<file path="config.mk">
export PLATFORM = sky130hd
export DESIGN_NAME = countdown_mm_ss
export DESIGN_NICKNAME = d
export VERILOG_FILES = /design/src/rtl/countdown_mm_ss_pkg.sv /design/src/rtl/countdown_mm_ss_digit.sv /design/src/rtl/countdown_mm_ss.sv
export SDC_FILE = /design/constraint.sdc
export NUM_CORES = 1
export LEC_CHECK = 0
export CELL_PAD_IN_SITES_DETAIL_PLACEMENT = 1
export CELL_PAD_IN_SITES_GLOBAL_PLACEMENT = 1
export CORE_ASPECT_RATIO = 1.25
export CORE_MARGIN = 8
export CORE_UTILIZATION = 28
export CTS_CLUSTER_SIZE = 30
export DETAILED_ROUTE_END_ITERATION = 6
export PLACE_DENSITY_LB_ADDON = 0.1
export SLEW_MARGIN = 20
export SYNTH_ARGS = -nofsm -noshare
export SYNTH_HDL_FRONTEND = slang
export SYNTH_SLANG_ARGS = --single-unit
</file>
<file path="constraint.sdc">
create_clock -name clk -period 2.25 [get_ports clk]
set_clock_uncertainty 0.2 [all_clocks]
set_input_delay 0.45 -clock clk [delete_from_list [all_inputs] [get_ports clk]]
set_output_delay 0.45 -clock clk [all_outputs]
set_load 0.05 [all_outputs]
</file>
<file path="src/rtl/countdown_mm_ss_pkg.sv">
// Shared definitions for the mm:ss countdown timer: digit widths, digit limits,
// controller states and the packed BCD time value.
package countdown_mm_ss_pkg;

  localparam int MIN10_W = 3;
  localparam int MIN1_W  = 4;
  localparam int SEC10_W = 3;
  localparam int SEC1_W  = 4;

  localparam int DIGIT9_LIMIT = 9;
  localparam int DIGIT5_LIMIT = 5;

  typedef enum logic [1:0] {
    ST_IDLE  = 2'd0,
    ST_RUN   = 2'd1,
    ST_PAUSE = 2'd2,
    ST_DONE  = 2'd3
  } state_t;

  typedef struct packed {
    logic [MIN10_W-1:0] m10;
    logic [MIN1_W-1:0]  m1;
    logic [SEC10_W-1:0] s10;
    logic [SEC1_W-1:0]  s1;
  } bcd_time_t;

  function automatic logic time_ok(input bcd_time_t t);
    return (t.m10 <= MIN10_W'(DIGIT5_LIMIT)) && (t.m1 <= MIN1_W'(DIGIT9_LIMIT)) &&
           (t.s10 <= SEC10_W'(DIGIT5_LIMIT)) && (t.s1 <= SEC1_W'(DIGIT9_LIMIT));
  endfunction

endpackage

</file>
<file path="src/rtl/countdown_mm_ss_digit.sv">
// One BCD down-counting digit: wraps 0 -> LIMIT and reports a borrow to the
// next more-significant digit in the same cycle it is enabled at zero.
module bcd_down_digit #(
  parameter int W     = 4,
  parameter int LIMIT = 9
) (
  input  logic         clk,
  input  logic         rst,
  input  logic         en,
  input  logic         load,
  input  logic [W-1:0] load_val,
  output logic [W-1:0] digit,
  output logic         borrow_out
);

  localparam logic [W-1:0] LIM = W'(LIMIT);

  logic [W-1:0] r_digit;

  always_ff @(posedge clk) begin
    if (rst)
      r_digit <= '0;
    else if (load)
      r_digit <= load_val;
    else if (en)
      r_digit <= (r_digit == '0) ? LIM : r_digit - W'(1);
  end

  assign digit      = r_digit;
  assign borrow_out = en & (r_digit == '0);

endmodule

</file>
<file path="src/rtl/countdown_mm_ss.sv">
// mm:ss countdown timer: four chained BCD digits driven by an IDLE/RUN/PAUSE/DONE
// controller with load validation, expiry pulse and optional auto-reload.
module countdown_mm_ss
  import countdown_mm_ss_pkg::*;
#(
  parameter int AUTO_RELOAD = 0
) (
  input  logic               clk,
  input  logic               rst,
  input  logic               tick,
  input  logic               load,
  input  logic [MIN10_W-1:0] load_min_10,
  input  logic [MIN1_W-1:0]  load_min_1,
  input  logic [SEC10_W-1:0] load_sec_10,
  input  logic [SEC1_W-1:0]  load_sec_1,
  input  logic               start,
  input  logic               pause,
  output logic [MIN10_W-1:0] minutes_10,
  output logic [MIN1_W-1:0]  minutes_1,
  output logic [SEC10_W-1:0] seconds_10,
  output logic [SEC1_W-1:0]  seconds_1,
  output logic               running,
  output logic               done,
  output logic               load_err,
  output state_t             dbg_state
);

  localparam bcd_time_t ONE_SEC = bcd_time_t'(1);

  state_t    r_state;
  logic      r_running;
  logic      r_done;
  logic      r_load_err;
  bcd_time_t r_reload;
  logic      r_reload_pending;

  bcd_time_t w_cur;
  bcd_time_t w_load_val;
  bcd_time_t w_ld_val;
  logic      w_load_ok;
  logic      w_dec;
  logic      w_ld;
  logic      w_at_one;
  logic      w_is_zero;
  logic      w_b0, w_b1, w_b2, w_unused_borrow;

  assign w_load_val = '{m10: load_min_10, m1: load_min_1, s10: load_sec_10, s1: load_sec_1};
  assign w_load_ok  = load && (r_state != ST_RUN) && time_ok(w_load_val);
  // The cycle after an auto-reload expiry is spent restoring the preset; ticks then are dropped.
  assign w_dec      = (r_state == ST_RUN) && tick && !pause && !r_reload_pending;
  assign w_ld       = w_load_ok || r_reload_pending;
  assign w_ld_val   = r_reload_pending ? r_reload : w_load_val;
  assign w_at_one   = (w_cur == ONE_SEC);
  assign w_is_zero  = (w_cur == '0);

  bcd_down_digit #(.W(SEC1_W), .LIMIT(DIGIT9_LIMIT)) u_sec1 (
    .clk(clk), .rst(rst), .en(w_dec), .load(w_ld), .load_val(w_ld_val.s1),
    .digit(w_cur.s1), .borrow_out(w_b0));

  bcd_down_digit #(.W(SEC10_W), .LIMIT(DIGIT5_LIMIT)) u_sec10 (
    .clk(clk), .rst(rst), .en(w_b0), .load(w_ld), .load_val(w_ld_val.s10),
    .digit(w_cur.s10), .borrow_out(w_b1));

  bcd_down_digit #(.W(MIN1_W), .LIMIT(DIGIT9_LIMIT)) u_min1 (
    .clk(clk), .rst(rst), .en(w_b1), .load(w_ld), .load_val(w_ld_val.m1),
    .digit(w_cur.m1), .borrow_out(w_b2));

  bcd_down_digit #(.W(MIN10_W), .LIMIT(DIGIT5_LIMIT)) u_min10 (
    .clk(clk), .rst(rst), .en(w_b2), .load(w_ld), .load_val(w_ld_val.m10),
    .digit(w_cur.m10), .borrow_out(w_unused_borrow));

  always_ff @(posedge clk) begin
    if (rst) begin
      r_state          <= ST_IDLE;
      r_running        <= 1'b0;
      r_done           <= 1'b0;
      r_load_err       <= 1'b0;
      r_reload         <= '0;
      r_reload_pending <= 1'b0;
    end else begin
      r_done     <= 1'b0;
      r_load_err <= 1'b0;
      case (r_state)
        ST_RUN: begin
          if (r_reload_pending) begin
            r_reload_pending <= 1'b0;
          end else if (pause) begin
            r_state   <= ST_PAUSE;
            r_running <= 1'b0;
          end else if (tick && w_at_one) begin
            r_done <= 1'b1;
            if (AUTO_RELOAD != 0 && r_reload != '0) begin
              r_reload_pending <= 1'b1;
            end else begin
              r_state   <= ST_DONE;
              r_running <= 1'b0;
            end
          end
        end
        default: begin
          // Load outranks start: a start issued alongside any load is dropped.
          if (load) begin
            if (w_load_ok) r_reload   <= w_load_val;
            else           r_load_err <= 1'b1;
          end else if (start) begin
            if (w_is_zero) begin
              r_state <= ST_DONE;
              r_done  <= 1'b1;
            end else begin
              r_state   <= ST_RUN;
              r_running <= 1'b1;
            end
          end
        end
      endcase
    end
  end

  assign minutes_10 = w_cur.m10;
  assign minutes_1  = w_cur.m1;
  assign seconds_10 = w_cur.s10;
  assign seconds_1  = w_cur.s1;
  assign running    = r_running;
  assign done       = r_done;
  assign load_err   = r_load_err;
  assign dbg_state  = r_state;

endmodule
</file>
==> report_table.html <==
<table>
<tr><th>Metric</th><th>Value</th></tr>
<tr><th colspan="2">Critical path</th></tr>
<tr><td>Register-to-Register Setup Slack</td><td>0.07 ns</td></tr>
<tr><td>Library cell appearing most often on the critical path</td><td>or4_4</td></tr>
<tr><td>Crit Reg-Reg Endpoint</td><td>u_min1.digit[3]$_SDFFE_PP0P_</td></tr>
<tr><td>Largest fanout on the critical path</td><td>3</td></tr>
<tr><td>Kind of critical path</td><td>reg -&gt; reg</td></tr>
<tr><td>Element type at the critical path end</td><td>flip-flop</td></tr>
<tr><td>Slowest CP cell</td><td>or4_4</td></tr>
<tr><td>Data required time of the worst path</td><td>2.23 ns</td></tr>
<tr><td>Logic depth of the worst register-to-register path</td><td>6</td></tr>
<tr><td>Cells along the critical path</td><td>or4_4 -&gt; or4_4 -&gt; nor2_4 -&gt; nor2_2 -&gt; buf_4 -&gt; a211oi_2</td></tr>
<tr><td>Startpoint type of the worst setup path</td><td>flip-flop</td></tr>
<tr><td>Reg2reg start</td><td>u_sec10.digit[0]$_SDFFE_PP0P_</td></tr>
<tr><td>Worst path arrival time</td><td>2.15 ns</td></tr>
<tr><td>Largest incremental delay on the critical path</td><td>0.54 ns</td></tr>
<tr><th colspan="2">Clock tree</th></tr>
<tr><td>CTS Buf Count</td><td>3</td></tr>
<tr><td>Insertion delay to the later sink of the worst-skew pair</td><td>0.26 ns</td></tr>
<tr><td>Buffers from clock root to sink, at most</td><td>2</td></tr>
<tr><td>Post-CTS clock slew at the launch and capture registers of the worst setup and hold paths</td><td>0.08 ns</td></tr>
<tr><td>Maximum level of the CTS H-tree</td><td>1</td></tr>
<tr><td>Clock tree from TritonCTS</td><td>built</td></tr>
<tr><td>Root Driver</td><td>clkbuf_8</td></tr>
<tr><td>Count of clock tree sinks</td><td>19</td></tr>
<tr><th colspan="2">Synthesis</th></tr>
<tr><td>Most instantiated flip-flop cell in the synthesis netlist</td><td>dfxtp_1</td></tr>
<tr><td>Post-Synthesis Mean Instance Area</td><td>8.03 µm²</td></tr>
<tr><td>Cells after synthesis</td><td>130</td></tr>
<tr><td>Fraction of synthesis flops using an asynchronous set or reset pin</td><td>0%</td></tr>
<tr><td>Count of yosys warnings during synthesis</td><td>0</td></tr>
<tr><td>Distinct cells, synth</td><td>37</td></tr>
<tr><td>Post-synthesis net count</td><td>151</td></tr>
<tr><td>Part of the Yosys area used for sequential elements</td><td>36.5%</td></tr>
<tr><td>Cell Area, Synth</td><td>1040 µm²</td></tr>
<tr><td>Synth top area share</td><td>36.5%</td></tr>
<tr><td>Flip-flop and latch count after synthesis</td><td>19</td></tr>
<tr><td>EDFF count, synth</td><td>0</td></tr>
<tr><td>Library cell occupying the most area in the post-synthesis netlist</td><td>dfxtp_1</td></tr>
<tr><td>Cell types occupying the most area after synthesis</td><td>dfxtp_1, nor2_1, a211oi_1</td></tr>
<tr><th colspan="2">STA</th></tr>
<tr><td>Pins over their slew limit</td><td>0</td></tr>
<tr><td>Total Neg Setup Slack</td><td>0 ns</td></tr>
<tr><td>Peak clock frequency supported by timing</td><td>459 MHz</td></tr>
<tr><td>Headroom to the max-slew limit</td><td>66.1%</td></tr>
<tr><td>Worst setup slack after layout</td><td>0.0717 ns</td></tr>
<tr><td>Unrepaired setup endpoints after global routing</td><td>true</td></tr>
<tr><td>Fin. Hold Viols</td><td>0</td></tr>
<tr><td>Number of setup violations in the final report</td><td>0</td></tr>
<tr><td>Post-layout minimum cycle time</td><td>2.18 ns</td></tr>
<tr><td>Post-route fraction of the period consumed by the critical path</td><td>96.8%</td></tr>
<tr><td>Worst-margin pin slew</td><td>0.506 ns</td></tr>
<tr><th colspan="2">Drt</th></tr>
<tr><td>Post-Route WL</td><td>3790 µm</td></tr>
<tr><td>Routed wirelength normalized by instance count</td><td>16.5 µm</td></tr>
<tr><td>First-iteration detailed-routing DRC count</td><td>39</td></tr>
<tr><td>DRC violation count after routing</td><td>0</td></tr>
<tr><td>Via-per-instance ratio</td><td>5.12</td></tr>
<tr><td>Number of iterations in the first detailed-routing pass</td><td>4</td></tr>
<tr><td>Residual antenna-violating net count after detailed routing</td><td>0</td></tr>
<tr><td>Via count</td><td>1,178</td></tr>
<tr><th colspan="2">Final layout</th></tr>
<tr><td>Antenna Cells</td><td>0</td></tr>
<tr><td>Core occupancy in the finished layout</td><td>45.8%</td></tr>
<tr><td>Filler-free cell count of the finished design</td><td>230</td></tr>
<tr><td>Share of cells above drive strength 1</td><td>26.8%</td></tr>
<tr><td>Net count, final</td><td>212</td></tr>
<tr><td>Area Growth Syn to Fin</td><td>62.1%</td></tr>
<tr><th colspan="2">Global routing</th></tr>
<tr><td>Number of global-route vias before repair</td><td>1,303</td></tr>
<tr><td>First-pass GRT wire length</td><td>6190 µm</td></tr>
<tr><td>Global route overflow</td><td>0</td></tr>
<tr><td>Tot GR Track Use</td><td>12.6%</td></tr>
<tr><td>Largest net degree at the start of global routing</td><td>20</td></tr>
<tr><td>Antenna violations before repair</td><td>0</td></tr>
<tr><th colspan="2">Hold path</th></tr>
<tr><td>Hold Path Stages</td><td>2</td></tr>
<tr><td>Sink of the worst hold path</td><td>running$_SDFFE_PP0P_</td></tr>
<tr><td>Hold Startpoint</td><td>running$_SDFFE_PP0P_</td></tr>
<tr><td>Worst min-delay path class</td><td>reg -&gt; reg</td></tr>
<tr><th colspan="2">Power</th></tr>
<tr><td>PD cells</td><td>590 nW/µm²</td></tr>
<tr><td>Static leakage power</td><td>0.644 nW</td></tr>
<tr><td>Worst VDD drop</td><td>0.190 mV</td></tr>
<tr><th colspan="2">Outcome</th></tr>
<tr><td>Status</td><td>completed</td></tr>
<tr><th colspan="2">Place</th></tr>
<tr><td>Final weighted congestion in routability-driven placement</td><td>0.725</td></tr>
<tr><td>Setup Slack @ Placement</td><td>-0.257 ns</td></tr>
<tr><td>Placed Instances</td><td>224</td></tr>
<tr><td>IO buf count</td><td>38</td></tr>
<tr><td>Hpwl dp</td><td>2980 µm</td></tr>
<tr><th colspan="2">Run</th></tr>
<tr><td>Max-capacitance violation count</td><td>0</td></tr>
<tr><th colspan="2">Floorplanning</th></tr>
<tr><td>Horizontal extent of the die</td><td>70.6 µm</td></tr>
<tr><td>Height of the chip</td><td>84.3 µm</td></tr>
<tr><td>Number of primary I/O pins</td><td>39</td></tr>
<tr><td>Die area</td><td>5950 µm²</td></tr>
<tr><td>Floorplan row count</td><td>25</td></tr>
<tr><td>Total core area</td><td>3690 µm²</td></tr>
<tr><td>Effective utilization at floorplan</td><td>28.3%</td></tr>
</table>
==> routing by layer <==
layer / GRT usage [%] / up-vias / wire (µm)
li1: - / 594 / -
met1: 13.8 / 557 / 1580
met2: 23.1 / 23 / 2000
met3: 2.98 / 4 / 167
met4: 3.98 / 0 / 36
met5: 0 / - / 0
==> layout by cell type, fill, tap and decap left out, types with 2 or more instances in the layout <==
master / Yosys / routed
a22oi_1: 2 / 2
dfxtp_1: 19 / 14
mux2i_1: 2 / 2
and3_1: 2 / 2
nor2b_1: 2 / 2
buf_4: 1 / 30
dfxtp_2: 0 / 5
or4_4: 2 / 2
xnor2_1: 3 / 3
nand3b_1: 3 / 3
nand2_1: 8 / 8
clkdlybuf4s50_1: 0 / 31
inv_1: 3 / 3
nor4_1: 3 / 2
a21oi_1: 8 / 8
a211oi_1: 8 / 7
nand3_1: 5 / 5
nor4_2: 1 / 2
nor3_1: 9 / 9
clkbuf_8: 0 / 3
o21ai_0: 4 / 4
or2_2: 2 / 2
nor2_1: 23 / 23
==> Yosys cell counts, drive strengths merged (3+ instances only) <==
master / instances
nor4: 4
a21oi: 8
clkbuf: 4
o21ai: 5
inv: 3
nor2: 25
xnor2: 3
nand3b: 3
dfxtp: 19
a211oi: 8
nand3: 6
nor3: 9
nand2: 8
==> worst max-delay path by stage <==
stage	cells past startpoint	start	slack, ns	to
3_5_place_dp	5	tick	-0.26	u_sec10.digit[1]$_SDFFE_PP0P_
4_1_cts	5	u_sec10.digit[0]$_SDFFE_PP0P_	0.02	u_min10.digit[0]$_SDFFE_PP0P_
5_1_grt	6	u_sec10.digit[0]$_SDFFE_PP0P_	-0.005	u_min1.digit[3]$_SDFFE_PP0P_
3_3_place_gp	5	tick	-0.19	u_sec10.digit[1]$_SDFFE_PP0P_
6_report	6	u_sec10.digit[0]$_SDFFE_PP0P_	0.07	u_min1.digit[3]$_SDFFE_PP0P_
2_1_floorplan	5	u_sec10.digit[0]$_SDFFE_PP0P_	-0.02	u_min10.digit[0]$_SDFFE_PP0P_
==> stage by stage <==
| stage | total power [mW] | instance area, µm² | hold WS [ns] |
|---|---|---|---|
| global route | 1.05 | 1690 | 0.362 |
| floorplan | 0.596 | 1050 | 0.374 |
| detailed placement | 0.753 | 1600 | 0.303 |
| global placement | 0.746 | 1600 | 0.296 |
| CTS | 1.01 | 1660 | 0.314 |
| finish | 0.998 | 1690 | 0.309 |
==> state kept, by name (all words and copies together) (netlist names) <==
register	cells
done	1
u_min10.digit	3
dbg_state	2
u_min1.digit	4
running	1
u_sec10.digit	3
load_err	1
u_sec1.digit	4
==> what timing repair did <==
| item | in CTS | in global routing |
|---|---|---|
| hold buffers | 0 | 0 |
| pin swaps | 1 | 4 |
| buffers inserted | 0 | 2 |
| setup endpoints to repair | 1 | 3 |
| resized for setup | 1 | 4 |
==> logic make-up after synthesis <==
group | synth area share (%)
AO/OA/AOI/OAI | 18.8
XOR/XNOR | 3.36
buffers and inverters | 3.24
flip-flops | 36.5
AND/OR/NAND/NOR | 35.0
adder cells (fa/ha/maj) | 1.20
multiplexers | 1.92
==> power by group <==
group | internal, mW | switching (mW) | leakage (nW)
clock network | 0.126 | 0.120 | 0.0228
logic | 0.161 | 0.205 | 0.463
registers | 0.362 | 0.0245 | 0.157
==> cell type report <==
type	instances	area, µm²
flip-flops and latches	19	387
inverters	3	11.3
repair buffers	61	536
fillers	466	2000
well taps	40	50.0
multi-input cells	103	663
clock buffers	4	45.0
==> critical path, delay by kind of cell (launching register included) <==
| family | cells | cell delay, ns |
|---|---|---|
| compound gates | 1 | 0.20 |
| buf+inv | 1 | 0.14 |
| flops | 1 | 0.33 |
| simple gates | 4 | 1.22 |
No activity file was read; power rests on OpenSTA's default activity.
